--- src/rtl/hadamard_cvt_seq.sv ---
// Sequencer that feeds one block of fixed-point lanes, one lane per cycle, through a
// shared fixed-to-SFP converter and presents the collected SFP words as one block.
module hadamard_cvt_seq #(
    parameter int expWidth    = 4,
    parameter int sigWidth    = 4,
    parameter int formatWidth = 9,
    parameter int low_expand  = 2,
    parameter int LANES       = 4,
    localparam int FW         = sigWidth + 4 + low_expand
) (
    input  logic                         clk,
    input  logic                         rst_n,
    input  logic                         clr,
    input  logic                         in_valid,
    output logic                         in_ready,
    input  logic [LANES*FW-1:0]          in_fix,
    input  logic [expWidth-1:0]          in_max_exp,
    output logic [FW-1:0]                cvt_fixin,
    output logic [expWidth-1:0]          cvt_max_exp,
    input  logic [formatWidth-1:0]       cvt_sfpout,
    output logic                         out_valid,
    input  logic                         out_ready,
    output logic [LANES*formatWidth-1:0] out_sfp,
    output logic [LANES-1:0]             out_zero_mask,
    output logic [15:0]                  blk_cnt
);

    localparam int LCW = (LANES > 1) ? $clog2(LANES) : 1;
    localparam logic [LCW-1:0] LAST = LCW'(LANES - 1);

    typedef enum logic [1:0] {IDLE, CONV, OUT} state_t;

    state_t               state, state_nxt;
    logic [LCW-1:0]       lane_cnt;
    logic [FW-1:0]        lane_q [LANES];
    logic [expWidth-1:0]  max_exp_q;
    logic [FW-1:0]        cur_lane;
    logic                 accept, capture, deliver;

    always_ff @(posedge clk or negedge rst_n) begin
        if (!rst_n) state <= IDLE;
        else        state <= state_nxt;
    end

    // clr overrides every transition, so handshakes are suppressed while it is high
    always_comb begin
        state_nxt = state;
        in_ready  = 1'b0;
        out_valid = 1'b0;
        accept    = 1'b0;
        capture   = 1'b0;
        deliver   = 1'b0;
        case (state)
            IDLE: begin
                in_ready = 1'b1;
                if (in_valid && !clr) begin
                    accept    = 1'b1;
                    state_nxt = CONV;
                end
            end
            CONV: begin
                capture = !clr;
                if (lane_cnt == LAST) state_nxt = OUT;
            end
            OUT: begin
                out_valid = 1'b1;
                if (out_ready && !clr) begin
                    deliver   = 1'b1;
                    state_nxt = IDLE;
                end
            end
            default: state_nxt = IDLE;
        endcase
        if (clr) state_nxt = IDLE;
    end

    always_comb begin
        cur_lane = '0;
        for (int unsigned i = 0; i < LANES; i++) begin
            if (LCW'(i) == lane_cnt) cur_lane = lane_q[i];
        end
    end

    assign cvt_fixin   = (state == CONV) ? cur_lane : '0;
    assign cvt_max_exp = max_exp_q;

    always_ff @(posedge clk or negedge rst_n) begin
        if (!rst_n) begin
            lane_cnt      <= '0;
            max_exp_q     <= '0;
            out_sfp       <= '0;
            out_zero_mask <= '0;
            blk_cnt       <= '0;
            for (int unsigned i = 0; i < LANES; i++) lane_q[i] <= '0;
        end else if (clr) begin
            lane_cnt <= '0;
        end else begin
            if (accept) begin
                lane_cnt  <= '0;
                max_exp_q <= in_max_exp;
                for (int unsigned i = 0; i < LANES; i++) lane_q[i] <= in_fix[i*FW +: FW];
            end
            if (capture) begin
                for (int unsigned i = 0; i < LANES; i++) begin
                    if (LCW'(i) == lane_cnt) begin
                        out_sfp[i*formatWidth +: formatWidth] <= cvt_sfpout;
                        out_zero_mask[i] <= (cur_lane[FW-2:0] == '0);
                    end
                end
                lane_cnt <= (lane_cnt == LAST) ? '0 : lane_cnt + LCW'(1);
            end
            if (deliver) blk_cnt <= blk_cnt + 16'd1;
        end
    end

endmodule

--- config.mk ---
export PLATFORM = sky130hd
export DESIGN_NAME = hadamard_cvt_seq
export DESIGN_NICKNAME = d
export VERILOG_FILES = /design/src/rtl/hadamard_cvt_seq.sv
export SDC_FILE = /design/constraint.sdc
export NUM_CORES = 1
export LEC_CHECK = 0
export CAP_MARGIN = 10
export CORE_MARGIN = 1.5
export CORE_UTILIZATION = 50
export CTS_CLUSTER_SIZE = 24
export DETAILED_ROUTE_END_ITERATION = 8
export PLACE_DENSITY = 0.84
export SLEW_MARGIN = 0
export SYNTH_ARGS = -nofsm -noshare
export SYNTH_HDL_FRONTEND = slang
export SYNTH_SLANG_ARGS = --single-unit
export TNS_END_PERCENT = 50
--- constraint.sdc ---
create_clock -name clk -period 3.2 [get_ports clk]
set_input_delay 0.64 -clock clk [delete_from_list [all_inputs] [get_ports clk]]
set_output_delay 0.64 -clock clk [all_outputs]
set_load 0.005 [all_outputs]
==> summary.txt <==
outcome - complete, no violations
CTS Buf Count - 9
Final HPWL DP - 7660 microns
setup bufs post-CTS - 0
drt total wl - 10,600 microns
Max Freq - 325 MHz
DRC - 0
critical path's largest stage delay - 470 ps
min Tclk post-route - 3080 ps
number of distinct library cells after synthesis - 42
IO Count - 130
FILL cells - 635
P_leak - 2.62 nW
synthesis-to-finish area growth - 36.2%
CP Buf/Inv Count - 3
Slew @ Worst Pin - 595 ps
Worst Path Required - 2560 ps
placed cells - 559
Non-Filler Instances - 576
Comb power frac - 0.271
EDFF count, synth - 0
die extent in x - 97.7 microns
synth warn - 0
routed len/inst - 18.4 microns
ys async rst share - 1.00
Max Cap Viol - 0
total power draw - 3.57 mW
critical path peak fanout - 9
top post-synthesis cells by count - dfrtp_1, mux2_2, nor3_1, xnor2_1
Crit path max-delay family - buffers and inverters
pwr dens - 584 nW/um^2
CP cell instances - inv_1 -> ha_1 -> buf_4 -> and3b_1 -> a2111oi_2 -> nor4_1 -> clkdlybuf4s50_1
Place WS - 447 ps
fin crit share - 0.962
Max IR drop VDD - 0.000307 V
final core utilization - 0.701
final-report setup violation count - 0
worst skew pair latency - 370 ps
Final ANT Viol Nets - 0
Max clock buf depth - 2
Slew Limit Headroom - 0.603
# hold bufs at CTS - 0
Rows - 34
Avg Cell Area, Syn - 13.6 sq um
Core Area - 8720 sq um
CTS tree - done
Seq cells post-synth - 104
fin. max-slew vios - 0
initial antenna violation count - 0
gate count of the mapped netlist - 330
DIE AREA - 9550 sq um
CTS root buf - clkbuf_8
crit path capture type - output pin
Synth top area share - 0.580
share of cells above drive strength 1 - 0.256
largest net degree at the start of global routing - 89
vias in the first global route - 3,358
Initial Util - 0.514
Worst-path clk slew - 100 ps
Startpoint Class - flip-flop
Via density - 5.53
Die Span Y - 97.7 microns
Sw Ratio - 0.266
nets@finish - 526
area leader, netlist - dfrtp_1
# clock sinks - 104
IO buf count - 129
routability cong. - 0.913
leading cell type by number of instances after synthesis - dfrtp_1
Pre-Repair DR Iteration Count - 4
H-tree depth - 3
vias - 3,188
main flop type after synthesis - dfrtp_1
Clk pwr share - 0.236
WS Path Type - flip-flop to output pin
top post-synthesis cells by area - dfrtp_1, mux2_2, xnor2_1
Reg power frac - 0.493
CP max-delay cell - clkdlybuf4s50_1
crit path DAT - 2440 ps
syn nets - 393
Final Hold Viols - 0
wire length of the first global-routing pass - 17,100 microns
ANT cells - 0
Setup Skew - 15.0 ps
Initial DRC Count - 103
Seq/Total Area, Yosys - 0.580
Cell Area, Synth - 4490 sq um
RSZ-0062 raised after global routing - true
hold crit path type - input port to asynchronous set/reset pin
setup ws final - 122 ps
Tot GR Track Use - 0.232
internal power - 2.62 mW
GRT overflow - 0
Sw Pwr - 0.951 mW
## routing by layer
| metal | GRT usage | up-vias | share of wire |
|---|---|---|---|
| met5 | 0 | - | 0 |
| met4 | 0.110 | 0 | 0.035 |
| met3 | 0.0594 | 27 | 0.060 |
| met2 | 0.386 | 119 | 0.51 |
| met1 | 0.284 | 1582 | 0.40 |
| li1 | - | 1460 | - |
## cell type report
class	count	area (sq um)	share of cell area
clock inverter	6	66.3	0.0109
timing repair buffer	139	1400	0.229
clock buffer	10	138	0.0225
inverter	9	33.8	0.00553
multi-input combinational	200	1740	0.284
sequential	104	2600	0.426
tap	108	135	0.0221
## cell families (layout without fill, tap and decap cells)
logic type,after synthesis,in the layout,synth area share
DFF,104,104,0.580
muxes,80,80,0.201
and+or+nand+nor,60,60,0.0725
AOI/OAI and AO/OA,40,40,0.0678
buffers and inverters,26,164,0.0357
xor gates and xnor gates,15,15,0.0293
adders and majority gates,5,5,0.0139
## timing repair
item / 4_1_cts / 5_1_grt
hold endpoints to repair: 0 / 0
resized for setup: 0 / 1
setup endpoints to repair: 0 / 8
## flip-flops by register name, indices dropped and copies added (netlist names)
name	cells
blk_cnt	16
cvt_max_exp	4
lane_cnt	2
lane_q	40
out_sfp	36
out_zero_mask	4
state	2
## final timing paths
kind                        startpoint                to  slack [ps]  cells after the start
min in group clk           blk_cnt[15]       blk_cnt[15]         480                      1
setup / recovery           lane_cnt[1]      cvt_fixin[8]         120                      7
hold reg to reg            blk_cnt[15]       blk_cnt[15]         480                      1
hold / removal                   rst_n         lane_q[8]         220                      1
setup reg to reg           lane_cnt[1]  out_zero_mask[0]         750                      8
max in group asynchronous        rst_n       out_sfp[12]        2130                      3
## through the flow
step / TNS (ps) / hold WS [ps] / cell area, sq um
6_report: 0 / 218 / 6110
5_1_grt: -9.14 / 239 / 6110
4_1_cts: 0 / 482 / 6080
3_5_place_dp: 0 / 469 / 5880
3_3_place_gp: 0 / 465 / 5880
2_1_floorplan: 0 / 344 / 4490
## layout by cell type (no fill, tap or decap), drive strengths merged, types with 2 or more instances in the layout
cell,n
clkdlybuf4s50,128
dfrtp,104
mux2,80
o22ai,14
xnor2,11
nor3,11
buf,11
inv,11
nor2,10
nand2,10
clkbuf,10
a21oi,10
a211o,7
nand4,6
nand3,5
ha,5
nor2b,4
xor2,4
and2,3
clkinv,3
nand2b,2
a22oi,2
## power groups by stage
stage | sequential, mW | clock, mW | combinational, mW
2_1_floorplan | 1.74 | 0 | 0.418
3_3_place_gp | 1.77 | 0 | 0.936
3_5_place_dp | 1.78 | 0 | 0.969
4_1_cts | 1.76 | 0.862 | 0.973
5_1_grt | 1.79 | 0.910 | 1.04
6_report | 1.76 | 0.841 | 0.968
No activity file was read; power rests on OpenSTA's default activity.
